$ cat config.mk
export PLATFORM = sky130hd
export DESIGN_NAME = minv_mdiv_seq_flat
export DESIGN_NICKNAME = d
export VERILOG_FILES = /design/src/rtl/minv_mdiv_seq_pkg.sv /design/src/rtl/minv_mdiv_seq_if.sv /design/src/rtl/minv_mdiv_word_ser.sv /design/src/rtl/minv_mdiv_seq.sv /design/src/flat_wrapper.sv
export SDC_FILE = /design/constraint.sdc
export NUM_CORES = 2
export LEC_CHECK = 0
export CAP_MARGIN = 20
export CORE_AREA = 2 2 541 543
export CTS_CLUSTER_SIZE = 20
export DETAILED_ROUTE_END_ITERATION = 6
export DIE_AREA = 0 0 543 545
export GPL_TIMING_DRIVEN = 0
export HOLD_SLACK_MARGIN = 0.03
export PLACE_DENSITY = 0.44
export SYNTH_ARGS = -nofsm -noshare
export SYNTH_HDL_FRONTEND = slang
export SYNTH_SLANG_ARGS = --single-unit
$ cat constraint.sdc
create_clock -name clk -period 59.1 [get_ports clk]
set_clock_uncertainty 0.1 [all_clocks]
set_input_delay 5.91 -clock clk [delete_from_list [all_inputs] [get_ports clk]]
set_output_delay 5.91 -clock clk [all_outputs]
set_load 0.01 [all_outputs]
$ cat src/rtl/minv_mdiv_seq_pkg.sv
// minv_mdiv_seq_pkg
// Shared definitions for the MINV_MDIV word-serial sequencer:
//   - operand/word geometry (WORDS x WORD_W = OP_W)
//   - mode encodings driven onto core_minv_mdiv
//   - sequencer state enum
package minv_mdiv_seq_pkg;

  localparam int WORDS  = 8;
  localparam int WORD_W = 32;
  localparam int OP_W   = 256;
  localparam int IDX_W  = 3;

  localparam logic MODE_INV = 1'b1;  // a^-1 mod p
  localparam logic MODE_DIV = 1'b0;  // b/a mod p

  typedef enum logic [3:0] {
    ST_IDLE,
    ST_LOAD_A,
    ST_LOAD_P,
    ST_LOAD_B,
    ST_GO,
    ST_WAIT,
    ST_GAP,
    ST_READ,
    ST_FIN
  } state_t;

endpackage

$ cat src/rtl/minv_mdiv_seq_if.sv
// minv_mdiv_seq_if
// 32-bit load / start / read-out bus between the sequencer and the
// MINV_MDIV core.
//   master : sequencer side (drives datain, load strobes, mode, en, outx)
//   slave  : core side (drives regx1out/regx2out, rdy, flag)
interface minv_mdiv_seq_if;
  import minv_mdiv_seq_pkg::*;

  logic [WORD_W-1:0] core_datain;
  logic              core_loada;
  logic              core_loadp;
  logic              core_loadb;
  logic              core_minv_mdiv;
  logic              core_en;
  logic              core_outx1;
  logic              core_outx2;
  logic [WORD_W-1:0] core_regx1out;
  logic [WORD_W-1:0] core_regx2out;
  logic              core_rdy;
  logic              core_flag;

  modport master (
    output core_datain, core_loada, core_loadp, core_loadb,
           core_minv_mdiv, core_en, core_outx1, core_outx2,
    input  core_regx1out, core_regx2out, core_rdy, core_flag
  );

  modport slave (
    input  core_datain, core_loada, core_loadp, core_loadb,
           core_minv_mdiv, core_en, core_outx1, core_outx2,
    output core_regx1out, core_regx2out, core_rdy, core_flag
  );

endinterface

$ cat src/rtl/minv_mdiv_word_ser.sv
// minv_mdiv_word_ser
// Shared 8x32 word path: one 3-bit word counter indexes both the
// serialiser mux (operand -> 32-bit words, LSW first) and the
// deserialiser write slot (32-bit result words -> 256-bit x1/x2).
// Ports:
//   clk, rst            clock, async active-high reset
//   cnt_clr, cnt_step   clear / advance the word counter
//   ser_src, ser_word   operand to serialise, word selected by the counter
//   last_word           counter is on word 7
//   cap_en              write cap_x1/cap_x2 into the slot of the counter
//   par_x1, par_x2      assembled results
module minv_mdiv_word_ser
  import minv_mdiv_seq_pkg::*;
(
  input  logic              clk,
  input  logic              rst,
  input  logic              cnt_clr,
  input  logic              cnt_step,
  input  logic [OP_W-1:0]   ser_src,
  output logic [WORD_W-1:0] ser_word,
  output logic              last_word,
  input  logic              cap_en,
  input  logic [WORD_W-1:0] cap_x1,
  input  logic [WORD_W-1:0] cap_x2,
  output logic [OP_W-1:0]   par_x1,
  output logic [OP_W-1:0]   par_x2
);

  logic [IDX_W-1:0] idx_q, idx_d;
  logic [OP_W-1:0]  x1_q, x1_d;
  logic [OP_W-1:0]  x2_q, x2_d;

  // The counter wraps 7 -> 0 naturally, so each 8-word phase leaves it
  // at 0 ready for the next phase without an explicit clear.
  always_comb begin
    idx_d = idx_q;
    x1_d  = x1_q;
    x2_d  = x2_q;
    if (cnt_clr) begin
      idx_d = '0;
    end else if (cnt_step) begin
      idx_d = idx_q + 1'b1;
    end
    if (cap_en) begin
      x1_d[idx_q*WORD_W +: WORD_W] = cap_x1;
      x2_d[idx_q*WORD_W +: WORD_W] = cap_x2;
    end
  end

  always_ff @(posedge clk or posedge rst) begin
    if (rst) begin
      idx_q <= '0;
      x1_q  <= '0;
      x2_q  <= '0;
    end else begin
      idx_q <= idx_d;
      x1_q  <= x1_d;
      x2_q  <= x2_d;
    end
  end

  assign ser_word  = ser_src[idx_q*WORD_W +: WORD_W];
  assign last_word = (idx_q == IDX_W'(WORDS - 1));
  assign par_x1    = x1_q;
  assign par_x2    = x2_q;

endmodule

$ cat src/rtl/minv_mdiv_seq.sv
// minv_mdiv_seq
// Word-serial sequencer in front of the MINV_MDIV core. Latches three
// 256-bit operands and a mode on start, loads them into the core 32 bits
// at a time, starts the core, waits for rdy (bounded by TIMEOUT), reads
// x1/x2 back and reports them with a one-cycle done pulse.
// Ports:
//   clk, rst                 clock, async active-high reset
//   start, mode              request (IDLE only), 1 = inversion, 0 = division
//   op_a, op_b, op_p         operands (op_b unused for inversion)
//   busy, done, err          handshake / timeout status
//   res_x1, res_x2, res_flag results and core flag
//   core                     core-side bus (master modport)
module minv_mdiv_seq
  import minv_mdiv_seq_pkg::*;
#(
  parameter int RDY_GAP = 2,
  parameter int RD_LAT  = 1,
  parameter int TIMEOUT = 4096
) (
  input  logic              clk,
  input  logic              rst,
  input  logic              start,
  input  logic              mode,
  input  logic [OP_W-1:0]   op_a,
  input  logic [OP_W-1:0]   op_b,
  input  logic [OP_W-1:0]   op_p,
  output logic              busy,
  output logic              done,
  output logic              err,
  output logic [OP_W-1:0]   res_x1,
  output logic [OP_W-1:0]   res_x2,
  output logic              res_flag,
  minv_mdiv_seq_if.master   core
);

  localparam logic [31:0] WAIT_LAST = 32'(TIMEOUT - 1);
  localparam logic [31:0] GAP_LAST  = 32'(RDY_GAP - 1);
  localparam logic [31:0] READ_LAST = 32'(WORDS + RD_LAT - 1);
  localparam logic [31:0] STRB_END  = 32'(WORDS);
  localparam logic [31:0] CAP_START = 32'(RD_LAT);

  state_t           state_q, state_d;
  logic [OP_W-1:0]  a_q, a_d, b_q, b_d, p_q, p_d;
  logic             mode_q, mode_d;
  logic [31:0]      cnt_q, cnt_d;
  logic             err_q, err_d;
  logic             flag_q, flag_d;

  logic             cnt_clr, cnt_step, cap_en, last_word, load_active;
  logic [OP_W-1:0]  ser_src;
  logic [WORD_W-1:0] ser_word;

  minv_mdiv_word_ser u_word_ser (
    .clk       (clk),
    .rst       (rst),
    .cnt_clr   (cnt_clr),
    .cnt_step  (cnt_step),
    .ser_src   (ser_src),
    .ser_word  (ser_word),
    .last_word (last_word),
    .cap_en    (cap_en),
    .cap_x1    (core.core_regx1out),
    .cap_x2    (core.core_regx2out),
    .par_x1    (res_x1),
    .par_x2    (res_x2)
  );

  // Operand mux and datain gating kept outside the FSM process so the
  // serialiser path does not look like a loop through one always block.
  assign ser_src = (state_q == ST_LOAD_P) ? p_q :
                   (state_q == ST_LOAD_B) ? b_q : a_q;
  assign load_active = (state_q == ST_LOAD_A) || (state_q == ST_LOAD_P) ||
                       (state_q == ST_LOAD_B);
  assign core.core_datain = load_active ? ser_word : '0;

  // Next state and core strobes. cnt_q is a shared cycle counter for
  // WAIT (timeout), GAP and READ; each of those states leaves it at 0.
  always_comb begin
    state_d = state_q;
    a_d     = a_q;
    b_d     = b_q;
    p_d     = p_q;
    mode_d  = mode_q;
    cnt_d   = cnt_q;
    err_d   = err_q;
    flag_d  = flag_q;
    cnt_clr  = 1'b0;
    cnt_step = 1'b0;
    cap_en   = 1'b0;
    core.core_loada = 1'b0;
    core.core_loadp = 1'b0;
    core.core_loadb = 1'b0;
    core.core_en    = 1'b0;
    core.core_outx1 = 1'b0;
    core.core_outx2 = 1'b0;

    case (state_q)
      ST_IDLE: begin
        cnt_clr = 1'b1;
        if (start) begin
          a_d     = op_a;
          b_d     = op_b;
          p_d     = op_p;
          mode_d  = mode;
          err_d   = 1'b0;
          cnt_d   = '0;
          state_d = ST_LOAD_A;
        end
      end
      ST_LOAD_A: begin
        core.core_loada = 1'b1;
        cnt_step = 1'b1;
        if (last_word) state_d = ST_LOAD_P;
      end
      ST_LOAD_P: begin
        core.core_loadp = 1'b1;
        cnt_step = 1'b1;
        if (last_word) state_d = (mode_q == MODE_INV) ? ST_GO : ST_LOAD_B;
      end
      ST_LOAD_B: begin
        core.core_loadb = 1'b1;
        cnt_step = 1'b1;
        if (last_word) state_d = ST_GO;
      end
      ST_GO: begin
        core.core_en = 1'b1;
        cnt_d   = '0;
        state_d = ST_WAIT;
      end
      ST_WAIT: begin
        // rdy wins over a timeout landing on the same cycle
        if (core.core_rdy) begin
          flag_d  = core.core_flag;
          cnt_d   = '0;
          state_d = (RDY_GAP == 0) ? ST_READ : ST_GAP;
        end else if (cnt_q == WAIT_LAST) begin
          err_d   = 1'b1;
          cnt_d   = '0;
          state_d = ST_FIN;
        end else begin
          cnt_d = cnt_q + 32'd1;
        end
      end
      ST_GAP: begin
        cnt_clr = 1'b1;
        if (cnt_q == GAP_LAST) begin
          cnt_d   = '0;
          state_d = ST_READ;
        end else begin
          cnt_d = cnt_q + 32'd1;
        end
      end
      ST_READ: begin
        // Strobes on cycles 0..7; the word for strobe k arrives RD_LAT
        // cycles later, so capture runs on cycles RD_LAT..7+RD_LAT.
        core.core_outx1 = (cnt_q < STRB_END);
        core.core_outx2 = (cnt_q < STRB_END);
        cap_en   = (cnt_q >= CAP_START);
        cnt_step = (cnt_q >= CAP_START);
        if (cnt_q == READ_LAST) begin
          cnt_d   = '0;
          state_d = ST_FIN;
        end else begin
          cnt_d = cnt_q + 32'd1;
        end
      end
      ST_FIN: begin
        state_d = ST_IDLE;
      end
      default: begin
        state_d = ST_IDLE;
      end
    endcase
  end

  always_ff @(posedge clk or posedge rst) begin
    if (rst) begin
      state_q <= ST_IDLE;
      a_q     <= '0;
      b_q     <= '0;
      p_q     <= '0;
      mode_q  <= 1'b0;
      cnt_q   <= '0;
      err_q   <= 1'b0;
      flag_q  <= 1'b0;
    end else begin
      state_q <= state_d;
      a_q     <= a_d;
      b_q     <= b_d;
      p_q     <= p_d;
      mode_q  <= mode_d;
      cnt_q   <= cnt_d;
      err_q   <= err_d;
      flag_q  <= flag_d;
    end
  end

  assign busy     = (state_q != ST_IDLE) && (state_q != ST_FIN);
  assign done     = (state_q == ST_FIN);
  assign err      = err_q;
  assign res_flag = flag_q;
  assign core.core_minv_mdiv = (state_q != ST_IDLE) ? mode_q : 1'b0;

endmodule

$ cat src/flat_wrapper.sv
// flat-port wrapper written by rule: the top's interface ports become plain ports
module minv_mdiv_seq_flat import minv_mdiv_seq_pkg::*;
#(
  parameter int RDY_GAP = 2,
  parameter int RD_LAT  = 1,
  parameter int TIMEOUT = 4096
)
  (clk, rst, start, mode, op_a, op_b, op_p, busy, done, err, res_x1, res_x2, res_flag, core_core_datain, core_core_loada, core_core_loadp, core_core_loadb, core_core_minv_mdiv, core_core_en, core_core_outx1, core_core_outx2, core_core_regx1out, core_core_regx2out, core_core_rdy, core_core_flag);
  minv_mdiv_seq_if core_i ();
  input  logic clk;
  input  logic rst;
  input  logic start;
  input  logic mode;
  input  logic [OP_W-1:0] op_a;
  input  logic [OP_W-1:0] op_b;
  input  logic [OP_W-1:0] op_p;
  output logic busy;
  output logic done;
  output logic err;
  output logic [OP_W-1:0] res_x1;
  output logic [OP_W-1:0] res_x2;
  output logic res_flag;
  output wire logic [$bits(core_i.core_datain)-1:0] core_core_datain;
  output wire logic [$bits(core_i.core_loada)-1:0] core_core_loada;
  output wire logic [$bits(core_i.core_loadp)-1:0] core_core_loadp;
  output wire logic [$bits(core_i.core_loadb)-1:0] core_core_loadb;
  output wire logic [$bits(core_i.core_minv_mdiv)-1:0] core_core_minv_mdiv;
  output wire logic [$bits(core_i.core_en)-1:0] core_core_en;
  output wire logic [$bits(core_i.core_outx1)-1:0] core_core_outx1;
  output wire logic [$bits(core_i.core_outx2)-1:0] core_core_outx2;
  input wire logic [$bits(core_i.core_regx1out)-1:0] core_core_regx1out;
  input wire logic [$bits(core_i.core_regx2out)-1:0] core_core_regx2out;
  input wire logic [$bits(core_i.core_rdy)-1:0] core_core_rdy;
  input wire logic [$bits(core_i.core_flag)-1:0] core_core_flag;
  assign core_core_datain = core_i.core_datain;
  assign core_core_loada = core_i.core_loada;
  assign core_core_loadp = core_i.core_loadp;
  assign core_core_loadb = core_i.core_loadb;
  assign core_core_minv_mdiv = core_i.core_minv_mdiv;
  assign core_core_en = core_i.core_en;
  assign core_core_outx1 = core_i.core_outx1;
  assign core_core_outx2 = core_i.core_outx2;
  assign core_i.core_regx1out = core_core_regx1out;
  assign core_i.core_regx2out = core_core_regx2out;
  assign core_i.core_rdy = core_core_rdy;
  assign core_i.core_flag = core_core_flag;
  minv_mdiv_seq #(.RDY_GAP(RDY_GAP), .RD_LAT(RD_LAT), .TIMEOUT(TIMEOUT)) u_core (.clk(clk), .rst(rst), .start(start), .mode(mode), .op_a(op_a), .op_b(op_b), .op_p(op_p), .busy(busy), .done(done), .err(err), .res_x1(res_x1), .res_x2(res_x2), .res_flag(res_flag), .core(core_i));
endmodule
==> results.md <==
- Status: finished, final reports clean
- Cell-internal power: 0.00281 W
- Seq/Total Area, Yosys: 0.582
- Power share of the combinational group: 0.452
- Met3 Use GR: 0.0639
- Number of global-route vias before repair: 48,400
- Max-cap violations: 0
- Period utilisation layout: 0.212
- Total GRT Usage: 0.237
- CTS tree: done
- P_leak: roughly 34 nW
- Clock Latency Late Sink: 830 ps
- RR Endpoint: u_core.u_word_ser.par_x2[196]$_DFFE_PP0P_
- Final slew viol count: 0
- Synthesized instance count: 4,500
- WL per Instance: 35.2 um
- Hold Path Depth: 2
- Hold slack: 364 ps
- Crit path launch type: flip-flop
- Starting Density: 0.196
- Setup crit end kind: output pin
- DRT antenna net count: 0
- Post-CTS Setup Inserts: 0
- Syn Nets: 5,346
- Core area: 290,000 um2
- RSZ-0062 raised after global routing: false
- First-pass GRT wire length: between 400,000 and 500,000 um
- Pin count of the biggest net entering global routing: 120
- CP peak stage delay: 760 ps
- Clock share of power: 0.223
- Reg2reg start: u_core.u_word_ser.idx_q[0]$_DFFE_PP0P_
- Die Footprint: 296,000 um2
- Cell area after layout: about 83,000 um2
- Slew HR: 0.165
- Critical path type: flip-flop to output pin
- Slowest cell on crit path: buf_2
- R2R Setup Slk: roughly 52,000 ps
- Max Fclk: ~80 MHz
- Reg clk slew, reported paths: approximately 60 ps
- Total I/O pin count: 1,393
- CTS resizes: 0
- GR Overflow Total: 0
- Layout Utilization: 0.286
- Hpwl dp: 295,000 um
- Reg2reg path depth: 16
- Final GP Congestion: 0.928
- CTS Hold Bufs: 0
- Arrival time at the worst endpoint: 6510 ps
- Drt pass-1 iters: 5
- Final setup vio count: 0
- Final-report hold violation count: 0
- Ys flop type: dfrtp_1
- Crit. Startpoint: u_core.state_q[3]$_DFFE_PP0P_
- Layout fillers: 30,000
- Min-delay src: u_core.u_word_ser.par_x2[108]$_DFFE_PP0P_
- WP data required: about 53,000 ps
- Synthesis-stage register bit count: 1,322
- Synth unique cells: 61
- M1 GR Usage: 0.240
- Placed Area: approximately 77,000 um2
- Nets: approximately 7,000
- Hold Path Class: flip-flop to flip-flop
- Root buf cell: clkbuf_16
- Switching power: about 0.0019 W
- FF+latch area: approximately 33,000 um2
- Actual slew at the worst max-slew pin: 1250 ps
- Vias: about 46,000
- Area of the multi-input gates: 22,300 um2
- Power Total: 0.00472 W
- Die width: 543 um
- Post-synth EDFFs: 0
- DP Worst Slack: 47,090 ps
- M2 GR Usage: 0.442
- Layout cell share with drive strength beyond 1: 0.241
- Chip Height: 545 um
- H-tree depth: 4
- CP Max Fanout: 10
- WHS Endpoint: u_core.u_word_ser.par_x2[108]$_DFFE_PP0P_
- Synth async-reset ratio: 1.00
- Total of warnings raised by yosys: 0
- Area growth, synth to finish: 45.9%
- Most used cell, CP: buf_2
- TritonCTS Sinks: 1,322
- Antenna violations before repair: 160
- Final wirelength: approximately 360,000 um
- DR iter-0 viols: 3,264
- Sw Ratio: 0.404
- DRC: 0
- IO buf count: approximately 1,400
- Pwr Density: about 57 nW/um2
- Synthesized area: 56,800 um2
- Final worst slack: 46,580 ps
- CTS Buffer Depth: 4
- Shortest period the worst path allows: 12,520 ps
- Peak VDD IR: about 25 uV
- Via-to-Cell Ratio: 4.50
- Busiest grt layer: met2
- # rows: 198
- Reg power frac: 0.324
- Avg Inst Size Synth: 12.6 um2
- CTS Buf Count: 167
- Critical Path, Cell by Cell: nand4bb_1 -> buf_2 -> buf_2 -> buf_2 -> buf_1 -> nand2_1 -> nand3_1 -> o2111ai_1 -> a311oi_1 -> buf_2 -> clkdlybuf4s50_1
## flip-flops by register name (all words and copies together) (netlist names)
signal                    flops
u_core.p_q                  256
u_core.res_flag               1
u_core.u_word_ser.idx_q       3
u_core.err                    1
u_core.u_word_ser.par_x1    256
u_core.u_word_ser.par_x2    256
u_core.b_q                  256
u_core.a_q                  256
u_core.mode_q                 1
u_core.state_q                4
u_core.cnt_q                 32
## cell usage in the layout (no fill, tap or decap), types with 22 or more instances in the layout
cell type	count
a311oi_1	28
o31ai_1	51
clkbuf_8	48
nand2_1	712
diode_2	69
clkbuf_1	247
inv_1	44
clkbuf_16	170
clkdlybuf4s50_1	1390
a31oi_1	57
clkbuf_2	22
mux2_2	951
or3_1	38
nand3_1	214
buf_1	37
nor2_1	86
buf_16	22
buf_8	49
dfrtp_1	1322
buf_2	55
mux4_2	123
o21ai_0	251
o2111ai_1	24
nor3_1	22
nand3b_1	23
## logic make-up (layout without fill, tap and decap cells)
group                      count (synthesis)  after routing  share of synthesized area
DFF                                     1322           1322                      0.582
and+or+nand+nor                         1182           1182                     0.0910
muxes                                   1107           1107                      0.243
AOI/OAI and AO/OA                        484            484                     0.0525
buffers and inverters                    377           2143                     0.0263
xor gates and xnor gates                  20             20                    0.00308
adders and majority gates                  8              8                    0.00176
other                                      0             69                          0
## critical path: cells and delay by family, from the launching register on
| kind | cells | cell delay (ps) |
|---|---|---|
| compound gates | 2 | 940 |
| buf+inv | 6 | 3460 |
| flops | 1 | 400 |
| simple gates | 3 | 830 |
## through the flow
stage | setup TNS [ps] | std cells
floorplan | 0 | 4500
global placement | -3528080 | 9790
detailed placement | 0 | 9875
CTS | 0 | 10200
global route | 0 | 10200
finish | 0 | 10200
## power groups by stage
| stage | Clock (W) | Sequential [W] | Combinational, W |
|---|---|---|---|
| global route | 0.00111 | 0.00157 | 0.00224 |
| finish | 0.00105 | 0.00153 | 0.00213 |
| global placement | 0 | 0.00154 | 0.00210 |
| floorplan | 0 | 0.00149 | 0.000925 |
| detailed placement | 0 | 0.00154 | 0.00218 |
| CTS | 0.00108 | 0.00153 | 0.00219 |
## synth_stat cells (9+ instances only)
| library cell | count | share of area |
|---|---|---|
| mux2_2 | 951 | 0.19 |
| dfrtp_1 | 1322 | 0.58 |
| a31oi_1 | 57 | 0.0063 |
| mux2_1 | 12 | 0.0024 |
| nor2_1 | 87 | 0.0057 |
| and2_1 | 11 | 0.0012 |
| buf_2 | 47 | 0.0041 |
| and3_1 | 9 | 0.00099 |
| o2111ai_1 | 27 | 0.0042 |
| nand3_1 | 214 | 0.019 |
| a311oi_1 | 28 | 0.0043 |
| nor3_1 | 23 | 0.0020 |
| nand3b_1 | 23 | 0.0030 |
| o21ai_0 | 251 | 0.022 |
| xor2_1 | 12 | 0.0018 |
| mux4_2 | 123 | 0.049 |
| nand2_1 | 712 | 0.047 |
| or3_1 | 38 | 0.0042 |
| nand4_1 | 14 | 0.0015 |
| nor4_1 | 11 | 0.0012 |
| buf_1 | 44 | 0.0029 |
| clkbuf_1 | 235 | 0.016 |
| o31ai_1 | 51 | 0.0067 |
| o21ai_1 | 12 | 0.0011 |
| mux2i_1 | 21 | 0.0037 |
| o41ai_1 | 13 | 0.0020 |
| a21oi_1 | 14 | 0.0012 |
| nand2b_1 | 17 | 0.0019 |
| inv_1 | 45 | 0.0030 |
## cell type report
cell class | count | share of cell area
inverter | 47 | 0.00222
timing repair buffer | 1478 | 0.186
multi-input combinational | 2801 | 0.269
tap | 3900 | 0.0589
sequential | 1322 | 0.399
antenna | 69 | 0.00208
buffer | 330 | 0.0163
clock buffer | 252 | 0.0608
clock inverter | 36 | 0.00567
## worst max-delay path by stage
| stage | to | slack (ps) | depth (start not counted) |
|---|---|---|---|
| finish | core_core_datain[15] | 46580 | 11 |
| global route | core_core_datain[7] | 46300 | 10 |
| CTS | core_core_datain[7] | 46150 | 10 |
| detailed placement | core_core_datain[7] | 47090 | 10 |
| global placement | u_core.b_q[14]$_DFFE_PP0P_ | -2960 | 2 |
| floorplan | u_core.a_q[0]$_DFFE_PP0P_ | 15820 | 1 |
## routing by layer
metal / up-vias / part of all wire
li1: 19400 / -
met1: 23900 / 0.34
met2: 1933 / 0.53
met3: 662 / 0.069
met4: 120 / 0.060
met5: - / 0.0022
Power figures use the tool's default switching activity.
